`config.mk`:
```
export PLATFORM = sky130hd
export DESIGN_NAME = sw_logic_serial_flat
export DESIGN_NICKNAME = d
export VERILOG_FILES = /design/src/rtl/sw_logic_serial_if.sv /design/src/rtl/sw_logic_serial.sv /design/src/flat_wrapper.sv
export SDC_FILE = /design/constraint.sdc
export NUM_CORES = 1
export LEC_CHECK = 0
export CORE_MARGIN = 2
export CORE_UTILIZATION = 35
export CTS_CLUSTER_SIZE = 25
export DETAILED_ROUTE_END_ITERATION = 10
export PLACE_DENSITY = 0.68
export SLEW_MARGIN = 20
export SYNTH_ARGS = -nofsm -noshare
export SYNTH_HDL_FRONTEND = slang
export SYNTH_SLANG_ARGS = --single-unit
```
`constraint.sdc`:
```
create_clock -name clk -period 5.7 [get_ports clk]
set_input_delay 0.855 -clock clk [delete_from_list [all_inputs] [get_ports clk]]
set_output_delay 0.855 -clock clk [all_outputs]
set_load 0.05 [all_outputs]
```
`src/rtl/sw_logic_serial_if.sv`:
```
// Board-side bundle for sw_logic_serial: raw switch/button pins in, LED pins and status out.
// master = pin/board side, slave = logic unit.
interface sw_logic_serial_if;
    logic [31:0] sw_n;
    logic        btn_n;
    logic [31:0] led_n;
    logic        busy;
    logic        done;

    modport master (output sw_n, output btn_n, input led_n, input busy, input done);
    modport slave  (input sw_n, input btn_n, output led_n, output busy, output done);
endinterface

```
`src/rtl/sw_logic_serial.sv`:
```
// Bit-serial bitwise logic unit fed from active-low switches, started by a debounced button press.
// Latency: press event to done = WIDTH+1 cycles (busy for WIDTH); presses while busy or showing are dropped.
// No backpressure; optional SW_LOGIC_POPCNT_EN latches a popcount of the result onto led_n[20:16].
module sw_logic_serial #(
    parameter int WIDTH           = 4,
    parameter int DEBOUNCE_CYCLES = 16
) (
    input  logic              clk,
    input  logic              rst,
    sw_logic_serial_if.slave  io
);

    localparam int CNT_W = $clog2(DEBOUNCE_CYCLES + 1);
    localparam int IDX_W = (WIDTH > 1) ? $clog2(WIDTH) : 1;
    localparam logic [IDX_W-1:0] IDX_LAST = IDX_W'(WIDTH - 1);
    localparam logic [CNT_W-1:0] CNT_LAST = CNT_W'(DEBOUNCE_CYCLES - 1);

    typedef enum logic [1:0] {
        IDLE,
        SHIFT,
        SHOW
    } state_t;

    state_t             state_q, state_d;
    logic               sync1_q, sync2_q;
    logic               deb_q, deb_d;
    logic [CNT_W-1:0]   cnt_q, cnt_d;
    logic [WIDTH-1:0]   a_q, a_d;
    logic [WIDTH-1:0]   b_q, b_d;
    logic [2:0]         op_q, op_d;
    logic [IDX_W-1:0]   idx_q, idx_d;
    logic [WIDTH-1:0]   work_q, work_d;
    logic [WIDTH-1:0]   result_q, result_d;
    logic               press_evt;
    logic [31:0]        led;
    logic               unused_sw;

    assign unused_sw = ^io.sw_n[31:2*WIDTH+3];

    function automatic logic op_bit(input logic [2:0] op, input logic x, input logic y);
        logic r;
        case (op)
            3'b000:  r = x & y;
            3'b001:  r = x | y;
            3'b010:  r = x ^ y;
            3'b011:  r = ~(x & y);
            3'b100:  r = ~(x | y);
            3'b101:  r = ~(x ^ y);
            3'b110:  r = ~x;
            default: r = x;
        endcase
        return r;
    endfunction

    // Level only moves after DEBOUNCE_CYCLES consecutive cycles of disagreement.
    always_comb begin
        deb_d = deb_q;
        cnt_d = '0;
        if (sync2_q != deb_q) begin
            if (cnt_q == CNT_LAST) begin
                deb_d = sync2_q;
            end else begin
                cnt_d = cnt_q + CNT_W'(1);
            end
        end
    end

    assign press_evt = deb_q & ~deb_d;

    always_comb begin
        state_d  = state_q;
        a_d      = a_q;
        b_d      = b_q;
        op_d     = op_q;
        idx_d    = idx_q;
        work_d   = work_q;
        result_d = result_q;
        case (state_q)
            IDLE: begin
                if (press_evt) begin
                    a_d     = ~io.sw_n[WIDTH-1:0];
                    b_d     = ~io.sw_n[2*WIDTH-1:WIDTH];
                    op_d    = ~io.sw_n[2*WIDTH+2:2*WIDTH];
                    work_d  = '0;
                    idx_d   = '0;
                    state_d = SHIFT;
                end
            end
            SHIFT: begin
                work_d[idx_q] = op_bit(op_q, a_q[idx_q], b_q[idx_q]);
                // idx parks on the last bit rather than wrapping
                if (idx_q == IDX_LAST) begin
                    state_d = SHOW;
                end else begin
                    idx_d = idx_q + IDX_W'(1);
                end
            end
            SHOW: begin
                result_d = work_q;
                state_d  = IDLE;
            end
            default: state_d = IDLE;
        endcase
    end

    always_ff @(posedge clk) begin
        if (rst) begin
            state_q  <= IDLE;
            sync1_q  <= 1'b1;
            sync2_q  <= 1'b1;
            deb_q    <= 1'b1;
            cnt_q    <= '0;
            a_q      <= '0;
            b_q      <= '0;
            op_q     <= '0;
            idx_q    <= '0;
            work_q   <= '0;
            result_q <= '0;
        end else begin
            state_q  <= state_d;
            sync1_q  <= io.btn_n;
            sync2_q  <= sync1_q;
            deb_q    <= deb_d;
            cnt_q    <= cnt_d;
            a_q      <= a_d;
            b_q      <= b_d;
            op_q     <= op_d;
            idx_q    <= idx_d;
            work_q   <= work_d;
            result_q <= result_d;
        end
    end

`ifdef SW_LOGIC_POPCNT_EN
    logic [4:0] pop_q, pop_d;

    always_comb begin
        pop_d = pop_q;
        if (state_q == SHOW) begin
            pop_d = '0;
            for (int i = 0; i < WIDTH; i++) begin
                pop_d = pop_d + 5'(work_q[i]);
            end
        end
    end

    always_ff @(posedge clk) begin
        if (rst) begin
            pop_q <= '0;
        end else begin
            pop_q <= pop_d;
        end
    end
`endif

    // LEDs decode from registers only; no path from the switch or button pins.
    always_comb begin
        led             = '1;
        led[WIDTH-1:0]  = ~result_q;
        led[31]         = (state_q != SHIFT);
`ifdef SW_LOGIC_POPCNT_EN
        led[20:16]      = ~pop_q;
`endif
    end

    assign io.led_n = led;
    assign io.busy  = (state_q == SHIFT);
    assign io.done  = (state_q == SHOW);

endmodule

```
`src/flat_wrapper.sv`:
```
// flat-port wrapper written by rule: the top's interface ports become plain ports
module sw_logic_serial_flat 
#(
    parameter int WIDTH           = 4,
    parameter int DEBOUNCE_CYCLES = 16
)
  (clk, rst, io_sw_n, io_btn_n, io_led_n, io_busy, io_done);
  sw_logic_serial_if io_i ();
  input  logic clk;
  input  logic rst;
  input wire logic [$bits(io_i.sw_n)-1:0] io_sw_n;
  input wire logic [$bits(io_i.btn_n)-1:0] io_btn_n;
  output wire logic [$bits(io_i.led_n)-1:0] io_led_n;
  output wire logic [$bits(io_i.busy)-1:0] io_busy;
  output wire logic [$bits(io_i.done)-1:0] io_done;
  assign io_i.sw_n = io_sw_n;
  assign io_i.btn_n = io_btn_n;
  assign io_led_n = io_i.led_n;
  assign io_busy = io_i.busy;
  assign io_done = io_i.done;
  sw_logic_serial #(.WIDTH(WIDTH), .DEBOUNCE_CYCLES(DEBOUNCE_CYCLES)) u_core (.clk(clk), .rst(rst), .io(io_i));
endmodule
```
== Word-level counts from Yosys, hierarchy flattened ==
Index checks and enable logic that the tools add are counted.
Operators by class
  muxes and demuxes: 19
  add/sub/neg operators: 2
  reductions and logical operators: 9
  equality and inequality tests: 15
  bitwise gates (word level): 14
  magnitude comparators: 2
Operators with widths (count)
  $not A4 Y4: 3
  $eq A3 B3 Y1 const B: 3
  $mux W2: 4
  $pmux W2 S2: 2
  $pmux W4 S2: 1
  $pmux W1 S7: 1
  $eq A3 B2 Y1 const B: 2
  $mux W1: 6
  $ne A2 B1 Y1 const B: 3
  $not A1 Y1: 6
  $reduce_and A2 Y1: 3
  $add A5 B1 Y5 const B: 1
  $eq A5 B4 Y1 const B: 1
  $bmux W1 S2: 2
  $bwmux W4: 1
  $eq A2 B2 Y1 const B: 2
  $mux W4: 1
  $eq A3 B1 Y1 const B: 1
  $logic_not A3 Y1: 1
  $lt A2 B3 Y1 const B: 1
  $not A3 Y3: 1
  $reduce_and A3 Y1: 1
  $reduce_or A3 Y1: 1
  $add A2 B1 Y2 const B: 1
  other kinds (11): 12
Storage, ports and cells
  output and inout bits: 34
  logic and storage cells: 72
  flip-flop bits (word level): 31

== Logic depth before layout (Yosys ltp) ==
  depth in word-level cells: 8
  depth in mapped cells: 8

== Worst setup path after synthesis ==
No wires, ideal clock.
  kind: reg2reg
  start point: register u_core.idx_q[0]
  end point: register u_core.work_q[3]
  slack: 3649 ps
  cell stages (with the launch flop): 7
  data required time: 5585 ps
  clock period less this slack: 2051 ps
  arrival: 1936 ps
  cell sequence: dfxtp_1 mux4_1 ha_1 nor2b_1 or4_1 nand4b_1 o21ai_2
Between the ends
  cells in the longest elaborated chain, start to end: 8
  elaborated cells between the ends (all ways): 20
RTL lines
  start: declaration: RTL line sw_logic_serial.sv:31  | logic [IDX_W-1:0] idx_q, idx_d;
  start signal: assignment: RTL line sw_logic_serial.sv:128  | idx_q <= idx_d;
  $bmux W1 S2: RTL line sw_logic_serial.sv:90  | work_d[idx_q] = op_bit(op_q, a_q[idx_q], b_q[idx_q]);
  $mux W1 (implied by the code): RTL line sw_logic_serial.sv:90
  $xor A1 B1 Y1 (tied with other cells): RTL line sw_logic_serial.sv:45, sw_logic_serial.sv:48
  $not A1 Y1 (on tied branches): RTL line sw_logic_serial.sv:48, sw_logic_serial.sv:46, sw_logic_serial.sv:47
  $pmux W1 S7: RTL line sw_logic_serial.sv:42  | case (op)
  $mux W1: RTL line sw_logic_serial.sv:78  | case (state_q)
  $bwmux W4 (*): RTL line sw_logic_serial.sv:90
  $pmux W4 S2 (*): RTL line sw_logic_serial.sv:78
  end signal: assignment: RTL line sw_logic_serial.sv:129  | work_q <= work_d;
  end: declaration: RTL line sw_logic_serial.sv:32  | logic [WIDTH-1:0] work_q, work_d;
Mark *: on every way between the ends. The rest lies on a longest branch, timed or not. The select of a mux whose other input is x is not followed.
A chain may end at the register's enable or synchronous reset.

== Worst setup path in the final report ==
  start point: register u_core.state_q[0]
  end point: output io_done
Between the ends
  cells in the longest elaborated chain, start to end: 1
RTL lines
  start: declaration: RTL line sw_logic_serial.sv:24  | state_t state_q, state_d;
  start signal: assignment: RTL line sw_logic_serial.sv:120  | state_q <= state_d;
  $eq A2 B2 Y1: RTL line sw_logic_serial.sv:168  | assign io.done = (state_q == SHOW);
  end: declaration: RTL line flat_wrapper.sv:15  | output wire logic [$bits(io_i.done)-1:0] io_done;
No other way between the ends.

==> impl_metrics.env <==
export IMPL_drv_cap=0
export IMPL_ir_drop_mv=0.08857
export IMPL_cts_root_buf="clkbuf_8"
export IMPL_slew_violations=0
export IMPL_cts_tree="built"
export IMPL_cp_slowest_stage_delay_ps=790
export IMPL_area_delta_synth_final_pct=14.38
export IMPL_crit_family="buffers and inverters"
export IMPL_worst_path_buf_inv=2
export IMPL_drive_gt1_share_pct=8.543
export IMPL_power_total_uw=432.8
export IMPL_h_tree_depth=2
export IMPL_row_count=24
export IMPL_port_buffers=20
export IMPL_fmax_mhz=379.9
export IMPL_path_class="register to primary output"
export IMPL_drc=0
export IMPL_grt_max_degree=26
export IMPL_hold_viol_final=0
export IMPL_layout_min_cycle_time_ps=2632
export IMPL_nNetsFinal=241
export IMPL_ctsHoldBuffers=0
export IMPL_status="finished, final reports clean"
export IMPL_firstDrtPassIters=4
export IMPL_syn_inst=176
export IMPL_yosysSeqAreaShare_pct=38.96
export IMPL_tightest_slew_ps=852.0
export IMPL_fin_tns_setup_ps=0
export IMPL_crit_required_ps=4850
export IMPL_dp_hpwl_um=1773
export IMPL_avgSynthCellArea_um2=9.050
export IMPL_dpl_cell_count=243
export IMPL_grt_usage_pct=10.65
export IMPL_clock_latency_ps=280
export IMPL_finalNonFillerCells=251
export IMPL_cts_sinks=31
export IMPL_grt_pass1_wl_um=4153
export IMPL_clock_skew_final_ps=5.282
export IMPL_ant_nets=0
export IMPL_routedWlPerCell_um=9.486
export IMPL_cts_resized=0
export IMPL_cts_made_buffers=5
export IMPL_die_area_um2=5107
export IMPL_die_height_um=71.46
export IMPL_chipWidth_um=71.46
export IMPL_timing_hold_ws_ps=416.6
export IMPL_overflow=0
export IMPL_end_kind="primary output"
export IMPL_synthFlopType="dfxtp_1"
export IMPL_hold_class="register to register"
export IMPL_antenna_found_initial=0
export IMPL_rsz0062_at_grt="false"
export IMPL_fillers=476
export IMPL_slowest_stage="clkdlybuf4s50_1"
export IMPL_start_util_pct=36.33
export IMPL_routabilityCongestion=0.7016
export IMPL_coreArea_um2=4384
export IMPL_diodes=0
export IMPL_leakagePower_nw=0.7486
export IMPL_via_per_inst=4.323
export IMPL_synthArstFlopShare_pct=0
export IMPL_synth_edf_count=0
export IMPL_wl_um=2381
export IMPL_vias=1085
export IMPL_netlist_area_um2=1593
export IMPL_critical_path_cell_chain="nand2b_1, inv_1, clkdlybuf4s50_1"
export IMPL_grt_pass1_vias=949
export IMPL_final_common_cell="dfxtp_1"
export IMPL_cts_buffer_depth=2
export IMPL_min_period_over_period_pct=46.18
export IMPL_drt_initial_drc_count=33
export IMPL_crit_arrival_ps=1780
export IMPL_start_kind="register"
export IMPL_path_clk_slew_ps=60
export IMPL_crit_path_max_fanout=5
export IMPL_yosysWarnings=0
export IMPL_num_io_pins=69
export IMPL_final_cell_mix="dfxtp_1, conb_1, nor2_1"
export IMPL_p_per_area_nw_per_um2=237.6
export IMPL_synth_ff_latch_count=31
export IMPL_setup_viol=0
export IMPL_worst_slew_margin_rel_pct=43.02
export IMPL_synthDistinctLibCells=34
export IMPL_cts_setup_buffers=0
==> metal layers <==
layer | GRT usage [%] | vias up | part of all wire, %
met4 | 6.289 | 0 | 2.9
met5 | 0 | - | 0
met2 | 16.56 | 33 | 43
met1 | 12.09 | 470 | 47
li1 | - | 574 | -
met3 | 4.641 | 8 | 6.9
==> synth_stat cells (all sizes together), types with 4 or more instances <==
cell | count | area [µm²]
inv | 14 | 52.55
clkbuf | 4 | 15.01
a211oi | 11 | 82.58
o21ai | 5 | 40.03
buf | 28 | 207.7
dfxtp | 31 | 620.6
nand2 | 5 | 18.77
ha | 8 | 100.1
nand2b | 6 | 37.54
nor2 | 24 | 90.09
mux2i | 4 | 40.04
==> area by class of cell <==
type	count	area (µm²)	area share, %
clock buffers	7	76.32	4.190
clock inverters	1	5.005	0.2747
inverters	14	52.55	2.885
multi-input cells	125	794.5	43.61
flip-flops and latches	31	620.6	34.07
well taps	52	65.06	3.571
repair buffers	21	207.7	11.40
==> worst reg2reg max path, cell delays in order, from the launching register on <==
cell      delay, ps
dfxtp_1         440
mux4_1          610
inv_1            80
ha_1            160
nor2b_1          50
or4_1           540
nand4b_1        140
o21ai_2          60
==> kinds of logic (layout without fill, tap and decap cells) <==
kind of cell	after synthesis	in the layout	share of synthesized area (%)
compound gates	21	21	9.976
other cells	1	27	0.2354
simple gates	59	59	19.48
mux	6	6	5.578
flops	31	31	38.96
fa+ha+maj	8	8	6.285
xor+xnor	4	4	2.200
buf+inv	46	43	17.28
==> per-stage QoR <==
| stage | cell area [µm²] | setup WS (ps) | utilization (%) |
|---|---|---|---|
| after global placement | 1740 | 3034 | 39.70 |
| final | 1822 | 3068 | 41.55 |
| after global routing | 1822 | 2988 | 41.55 |
| after CTS | 1822 | 3036 | 41.55 |
| after floorplan | 1690 | 3649 | - |
| after detailed placement | 1740 | 3036 | 39.70 |
==> flip-flops by register name, indices dropped and copies added (netlist names) <==
signal and count:
u_core.op_q 3, u_core.sync2_q 1, u_core.sync1_q 1, u_core.idx_q 2, u_core.result_q 4, u_core.b_q 4
u_core.work_q 4, u_core.cnt_q 5, u_core.deb_q 1, u_core.state_q 2, u_core.a_q 4
==> final timing paths <==
check | startpoint | end | slack (ps) | depth (start not counted)
min | u_core.sync1_q | u_core.sync2_q | 420 | 1
max | u_core.state_q[0] | io_done | 3070 | 3
max reg2reg | u_core.idx_q[0] | u_core.work_q[3] | 3520 | 7
min reg2reg | u_core.sync1_q | u_core.sync2_q | 420 | 1
==> power by group <==
part           internal (mW)  total [mW]  switching, mW  leakage (nW)
clock                 0.0854       0.162         0.0763        0.0422
combinational        0.00923      0.0532         0.0439         0.456
sequential             0.218       0.218       0.000379         0.250
total                  0.312       0.433          0.121         0.749
No activity file was read; power rests on OpenSTA's default activity.
